$ cat src/rtl/counter_with_load_case.sv
// counter_with_load_case: up-counter with sync active-low clear and level-sensitive parallel load
module counter_with_load_case #(
    parameter int WIDTH = 4
) (
    input  logic             clk,
    input  logic             reset,
    input  logic             load,
    input  logic [WIDTH-1:0] load_val_i,
    output logic [WIDTH-1:0] count_o
);
    // Unknown controls fall to default and hold the count rather than corrupt it
    always_ff @(posedge clk) begin
        case ({reset, load})
            2'b00, 2'b01: count_o <= '0;
            2'b11:        count_o <= load_val_i;
            2'b10:        count_o <= count_o + 1'b1;
            default:      count_o <= count_o;
        endcase
    end
endmodule

$ cat config.mk
export PLATFORM = sky130hd
export DESIGN_NAME = counter_with_load_case
export DESIGN_NICKNAME = d
export VERILOG_FILES = /design/src/rtl/counter_with_load_case.sv
export SDC_FILE = /design/constraint.sdc
export NUM_CORES = 1
export LEC_CHECK = 0
export CORE_AREA = 2 2 39 41
export CTS_CLUSTER_SIZE = 30
export DETAILED_ROUTE_END_ITERATION = 7
export DIE_AREA = 0 0 41 43
export GPL_TIMING_DRIVEN = 0
export PLACE_DENSITY = 0.49
export SETUP_SLACK_MARGIN = 0.3
export SYNTH_ARGS = -nofsm -noshare
export SYNTH_HDL_FRONTEND = slang
export SYNTH_SLANG_ARGS = --single-unit
$ cat constraint.sdc
create_clock -name clk -period 1.1 [get_ports clk]
set_clock_uncertainty 0.2 [all_clocks]
set_input_delay 0.22 -clock clk [delete_from_list [all_inputs] [get_ports clk]]
set_output_delay 0.22 -clock clk [all_outputs]
set_load 0.01 [all_outputs]
* Word-level counts from Yosys, hierarchy flattened
Cells that the tools add are included.
Word-level totals: input bits 7, output and inout bits 4, register bits after elaboration 4
Cells by class: multiplexer cells 1, $add $sub $neg 1, eq/ne operators 3, reductions and logical operators 2
Operator list (number):
- $pmux W4 S3 | 1
- $add A4 B1 Y4 const B | 1
- $eq A2 B2 Y1 const B | 2
- $eq A2 B1 Y1 const B | 1
- $logic_not A2 Y1 | 1
- $reduce_or A2 Y1 | 1

* Depth between registers and ports, before layout
Gate-level depths: netlist of the first run.
depth in word-level cells 3, mapped depth 3

* Worst setup path after synthesis of the first run
OpenSTA, ideal clock, no wires.
path kind register to register, start reg count_o[0], end reg count_o[2], arrival time 881 ps, buffers on the path 0, period minus slack after synthesis 1197 ps, setup slack -97 ps, stages on the path, launching flop included 4, path through dfxtp_1 -> ha_1 -> xor2_1 -> o211a_1
On the way: longest elaborated chain between the ends 2
Ends and longest elaborated chain:
- start, declared | line 9 | output logic [WIDTH-1:0] count_o
- start signal, assigned | line 15 | 2'b11: count_o <= load_val_i;
- start signal, assigned | line 16 | 2'b10: count_o <= count_o + 1'b1;
- start signal, assigned | line 17 | default: count_o <= count_o;
- $add A4 B1 Y4 | line 16
- $pmux W4 S3 | line 13 | case ({reset, load})
Every way passes these cells.

* Worst setup path in the final report of the first run
Same ends and word-level chain as after synthesis.

==> results.md, run 1 <==
* Setup CP Type: register to register
* Cells after DPL at between 40 and 50
* Cells after Synth at 18
* IO Port Bufs at 10
* GR Overflow Total at 0
* Clock root cell: clkbuf_4
* Die Y at 43 um
* Fin. Hold Viols at 0
* Worst Path Arrival at 1.08 ns
* Tcrit/Tclk final at 104.6%
* CTS Sinks at 4
* Pwr Density at 1261 mW/mm^2
* Synth-to-Final Area Change at 96.71%
* Post-synth top area share at 42.11%
* Hold_sp: load
* Clk Latency, worst-skew pair at 0.24 ns
* CP max-delay cell: dfxtp_4
* WL/cell at 9.429 um
* Total CTS buffers at 3
* Max stage delay on crit path at 0.36 ns
* RSZ-0062 raised after global routing: yes
* Source of the critical timing path: count_o[0]
* Die Wd at 41 um
* Status: complete, but fails checks
* Tot GR Track Use at 7.337%
* Setup violators final at 5
* Synth top area cells: dfxtp_1 (42%), nand2b_1 (9.9%), ha_1 (6.6%)
* Worst r2r src: count_o[0]
* H-Tree Depth at 1
* Worst endpoint required time at 1.03 ns
* Largest buffer count on any clock path at 2
* Starting density of the core at roughly 14%
* CTS clk-pin slew, worst paths at around 0.04 ns
* Max VDD drop at about 0.00032 V
* Biggest register: count_o
* Die Area at 0.001763 sq mm
* First drt pass iteration count at 2
* Final std cells w/o fill at 49
* Ports at 11
* Largest area contributor in the netlist: dfxtp_1
* Unique masters post-synth at 13
* Final ANT Viol Nets at 0
* Failing checks: negative setup slack
* Global route hottest layer: met1
* Vias in the first global route at 198
* Worst Hold Class: primary input to register
* Crit path time final at about 1.2 ns
* Initial antenna violation count at 0
* Drt via density at 3.939
* Mean Syn Cell Area at 10.57 sq um
* Largest register FFs at 4
* Setup WS post-layout at -0.05006 ns
* Pre-CTS setup slack at -0.4347 ns
* GR Util met2 at 7.813%
* Std-Cell Rows at 14
* Post-synthesis register bit count at 4
* N_diodes at 0
* Met3 Track Usage GR at 3.141%
* Setup tns final at -0.1509 ns
* Worst slew pin tran at 0.2751 ns
* Max-Cap Viols at 0
* Commonest non-fill, non-tap cells in the layout: clkdlybuf4s50_1 (5), buf_6 (5), nand2b_1 (3), clkbuf_4 (3)
* Fin nets at 42
* Setup crit start kind: register
* Via Count at between 150 and 200
* Relative slew slack at 81.66%
* First-pass GRT wire length at 807 um
* Syn Nets at 26
* Final WL at 462 um
* Hold-fix buffers, CTS at 0
* GR Layer Usage met1 at 9.677%
* Post-Syn Area at ~190 sq um
* P_leak at between 0.15 and 0.2 nW
* Layout cell share with drive strength beyond 1 at 39.39%
* Synth warnings at 0
* CP endpoint kind: register
* Max Fanout on Critical Path at 5
* CTS tree: done
* Fin. max-slew vios at 0
* Placer Congestion at 0.6678
* Core ar. at 0.001384 sq mm
* Critical path, cell by cell: ha_4 -> xor2_1 -> o211a_1
* Largest net degree at the start of global routing at 9
* Largest registers: count_o (4)
* Final Util at 27.03%
* Post-synthesis sequential area ratio at about 42%
* DRC at 0
* Fmax at 0.8695 GHz
* 1st-iter DRT viols at 4
-- per-layer routing --
| metal | vias up | routed length (um) | share of wire [%] |
|---|---|---|---|
| met4 | 0 | 0 | 0 |
| met2 | 11 | 164 | 35 |
| met3 | 0 | 74 | 16 |
| met5 | - | 0 | 0 |
| li1 | 97 | - | - |
| met1 | 85 | 224 | 48 |
-- metrics by stage --
stage	area, sq um	total power [mW]	hold slack, ns
finish	374.1	0.4716	0.2874
detailed placement	329.1	0.2620	0.3545
global route	374.1	0.5018	0.3082
floorplan	209.0	0.2068	0.1460
global placement	329.1	0.2577	0.3423
CTS	374.1	0.4857	0.2745
-- logic make-up (layout without fill, tap and decap cells) --
group / after synthesis / in the layout / synth area share (%)
buffers and inverters: 0 / 15 / 0
multiplexers: 1 / 1 / 5.263
adder cells (fa/ha/maj): 1 / 1 / 6.578
AO/OA/AOI/OAI: 4 / 4 / 20.40
XOR/XNOR: 1 / 1 / 4.606
flip-flops: 4 / 4 / 42.11
AND/OR/NAND/NOR: 7 / 7 / 21.05
-- critical path: cells and delay by family, from the launching register on --
kind | cells | cell delay (ns)
xor+xnor | 1 | 0.13
compound gates | 1 | 0.19
fa+ha+maj | 1 | 0.15
flops | 1 | 0.36
-- power by group --
group	switching [mW]	internal, mW
registers	0.0159	0.158
clock network	0.0678	0.137
logic	0.0298	0.0631
-- area by class of cell --
cell class | instances | area [sq um]
Sequential cell | 4 | 90.09
Clock buffer | 4 | 26.28
Timing Repair Buffer | 11 | 115.1
Multi-Input combinational cell | 14 | 122.6
Fill cell | 147 | 1010
Tap cell | 16 | 20.02
-- repair_timing --
item                                    CTS  global route
pin swaps                                 3             2
buffers inserted                          1             0
hold endpoints to repair                  0             0
endpoints found under the setup margin    8             8
gates resized for setup                  24             0
-- Yosys cell counts --
library cell	count
a21boi_1	1
a311o_1	1
dfxtp_1	4
ha_1	1
mux2i_1	1
nand2_1	1
nand2b_1	3
nand3_1	1
nor2b_1	1
o2111a_1	1
o211a_1	1
or2_1	1
xor2_1	1
-- final timing paths --
path                                   end  cells after the start  slack, ns
worst min register to register  count_o[0]                      2       0.36
worst min-delay path            count_o[0]                      3       0.29
worst max register to register  count_o[2]                      3      -0.05
worst max-delay path            count_o[2]                      3      -0.05
No activity file was read; power rests on OpenSTA's default activity.
==> run 2, diff against run 1 <==
--- a/config.mk
+++ b/config.mk
@@ -9,7 +9,7 @@
 export CTS_CLUSTER_SIZE = 30
 export DETAILED_ROUTE_END_ITERATION = 7
 export DIE_AREA = 0 0 41 43
-export GPL_TIMING_DRIVEN = 0
+export GPL_TIMING_DRIVEN = 1
 export PLACE_DENSITY = 0.49
 export SETUP_SLACK_MARGIN = 0.3
 export SYNTH_ARGS = -nofsm -noshare
==> run 2 against run 1 <==
Global-route usage increased by 0.27 points. Largest cell class is now non-clock buffers. Final cell count up 10%. Combinational power up 32%. Fmax is 7.4% lower. First-iteration DRC count decreased by 100%. The run still ends with negative setup slack left. Critical endpoint unchanged. Flip-flop and latch count is the same. Via count up 5.7%. Die area stayed put. Sequential power fell by 4%. Critical path depth rose by 1. Non-clock buffer count rose by 5. Utilization is 2.9 points higher.
==> results.md, run 2 (synthesis gave the netlist of run 1 again) <==
* Comb pwr share at 25.1% (+5.4 points)
* Largest register FFs at 4 (unchanged)
* Drt via density at 3.778 (-4.1%)
* Die Wd at 41 um (unchanged)
* Sequential power share at 33.9% (-3.1 points)
* Die Y at 43 um (unchanged)
* Setup WS post-layout at -0.1414 ns (-0.09134 ns)
* Cells after DPL at 49 (+11%)
* Clk network pwr share at 41.0% (-2.3 points)
* Largest buffer count on any clock path at 2 (unchanged)
* Sw Ratio at 23.77% (-0.30 points)
* Fin nets at 47 (+12%)
* Worst slew pin tran at 0.2567 ns (-0.01840 ns)
* DRC at 0 (unchanged)
* Clk Latency, worst-skew pair at 0.24 ns (about the same)
* Fill cell count at 153 (+4.1%)
* First drt pass iteration count at 1 (-1)
* Status: complete, but fails checks
* Total CTS buffers at 3 (unchanged)
* Final std cells w/o fill at 54 (+10%)
* Switching power at 117.0 uW (+3.1%)
* Worst Path Arrival at 1.17 ns (+0.09 ns)
* Relative slew slack at 82.88% (+1.2 points)
* CTS Sinks at 4 (unchanged)
* Max Fanout on Critical Path at 3 (-2)
* Ports at 11 (unchanged)
* Fin. Hold Viols at 0 (unchanged)
* Worst endpoint required time at 1.03 ns (about the same)
* Crit path time final at 1.241 ns (+0.09134 ns)
* Setup CP Type: register to register
* Worst r2r src: count_o[0]
* Final Util at 29.93% (+2.9 points)
* Hold-fix buffers, CTS at 0 (unchanged)
* Hold_sp: load
* Die Area at 0.001763 sq mm (unchanged)
* Max-Cap Viols at 0 (unchanged)
* Std-Cell Rows at 14 (unchanged)
* P_leak at 0.1827 nW (+16%)
* Fin. max-slew vios at 0 (unchanged)
* Commonest non-fill, non-tap cells in the layout: clkdlybuf4s50_1 (5), buf_6 (5), buf_4 (4)
* Initial antenna violation count at 0 (unchanged)
* Worst Hold Class: primary input to register
* N_diodes at 0 (unchanged)
* RSZ-0062 raised after global routing: yes
* Via Count at 204 (+5.7%)
* Final WL at 571 um (+24%)
* Core ar. at 0.001384 sq mm (unchanged)
* H-Tree Depth at 1 (unchanged)
* Max VDD drop at 0.0002766 V (-13%)
* WL/cell at 10.57 um (+12%)
* Synth-to-Final Area Change at 117.8%
* Internal power at 375.2 uW (+4.8%)
* Final ANT Viol Nets at 0 (unchanged)
* Detailed placement HPWL at 449.3 um
* Tot GR Track Use at 7.608% (+0.27 points)
* CTS tree: done
* Clock root cell: clkbuf_4
* Pwr Density at 1188 mW/mm^2 (-5.7%)
* CP endpoint kind: register
* Setup crit start kind: register
* Largest registers: count_o (4)
* First-pass GRT wire length at 814 um (+0.87%)
* Tcrit/Tclk final at 112.9% (+8.3 points)
* Starting density of the core at 13.74% (unchanged)
* Setup violators final at 5 (unchanged)
* IO Port Bufs at 10 (unchanged)
* Source of the critical timing path: count_o[0]
* GR Overflow Total at 0 (unchanged)
* CTS clk-pin slew, worst paths at 0.04 ns (about the same)
* Placer Congestion at 0.6466 (-3.2%)
* Largest net degree at the start of global routing at 8 (-1)
* Failing checks: negative setup slack
* Biggest register: count_o
* Vias in the first global route at 221 (+12%)
* 1st-iter DRT viols at 0 (-4)
* Fmax at 0.8055 GHz (-7.4%)
* Layout cell share with drive strength beyond 1 at 50.00% (+11 points)
## run 2: final cells by class
| cell class | count | area (sq um) | share of cell area, % |
|---|---|---|---|
| clock buffer | 4 | 26.28 | 6.344 |
| timing repair buffer | 16 | 150.1 | 36.25 |
| sequential | 4 | 87.58 | 21.15 |
| multi-input combinational | 14 | 130.1 | 31.42 |
| tap | 16 | 20.02 | 4.834 |
## run 2: repair_timing
item	4_1_cts	5_1_grt
gates resized for setup	20	4
setup buffers	1	0
endpoints found under the setup margin	8	8
pin swaps	0	1
## run 2: path summary, 6_finish.rpt
path                endpoint  slack [ns]  cells past startpoint
setup / recovery  count_o[2]       -0.14                      4
hold / removal    count_o[0]        0.28                      3
setup reg to reg  count_o[2]       -0.14                      4
hold reg to reg   count_o[3]        0.49                      3
## run 2: metrics by stage
step                setup TNS (ns)  total power [mW]  setup slack, ns  hold slack [ns]  area [sq um]
floorplan                 -0.04431            0.2068         -0.03127           0.1460         209.0
global placement            -2.029            0.2778          -0.4014           0.4274         366.6
detailed placement          -2.108            0.2824          -0.4255           0.4449         366.6
CTS                        -0.5425            0.5000          -0.1493           0.2733         405.4
global route               -0.6309            0.5288          -0.1692           0.3064         414.1
finish                     -0.4066            0.4922          -0.1414           0.2808         414.1
## run 2: worst max-delay path, stage by stage (launching register included)
cell and delay, ns:
dfxtp_4 0.33, buf_6 0.12, ha_4 0.15, xor2_2 0.13, o211a_1 0.20
## run 2: power groups by stage
stage	sequential (mW)	clock, mW	combinational (mW)
floorplan	0.179	0	0.0277
CTS	0.166	0.213	0.120
global placement	0.166	0	0.112
detailed placement	0.166	0	0.116
global route	0.168	0.227	0.134
finish	0.167	0.202	0.123
## run 2: routing by layer
layer  part of all wire, %  global-route usage (%)  up-vias  wire, um
li1                      -                       -      104         -
met5                     0                       0        -         0
met1                    38                   6.688       83       219
met4                   4.7                   10.00        0        27
met2                    45                   10.63       13       257
met3                    12                   3.141        4        67
==> run 3, diff against run 2 <==
--- a/config.mk
+++ b/config.mk
@@ -9,7 +9,6 @@
 export CTS_CLUSTER_SIZE = 30
 export DETAILED_ROUTE_END_ITERATION = 7
 export DIE_AREA = 0 0 41 43
-export GPL_TIMING_DRIVEN = 1
 export PLACE_DENSITY = 0.49
 export SETUP_SLACK_MARGIN = 0.3
 export SYNTH_ARGS = -nofsm -noshare
==> results of run 3 <==
Same layout as run 2: the final DEF is identical, and so are final timing and power.
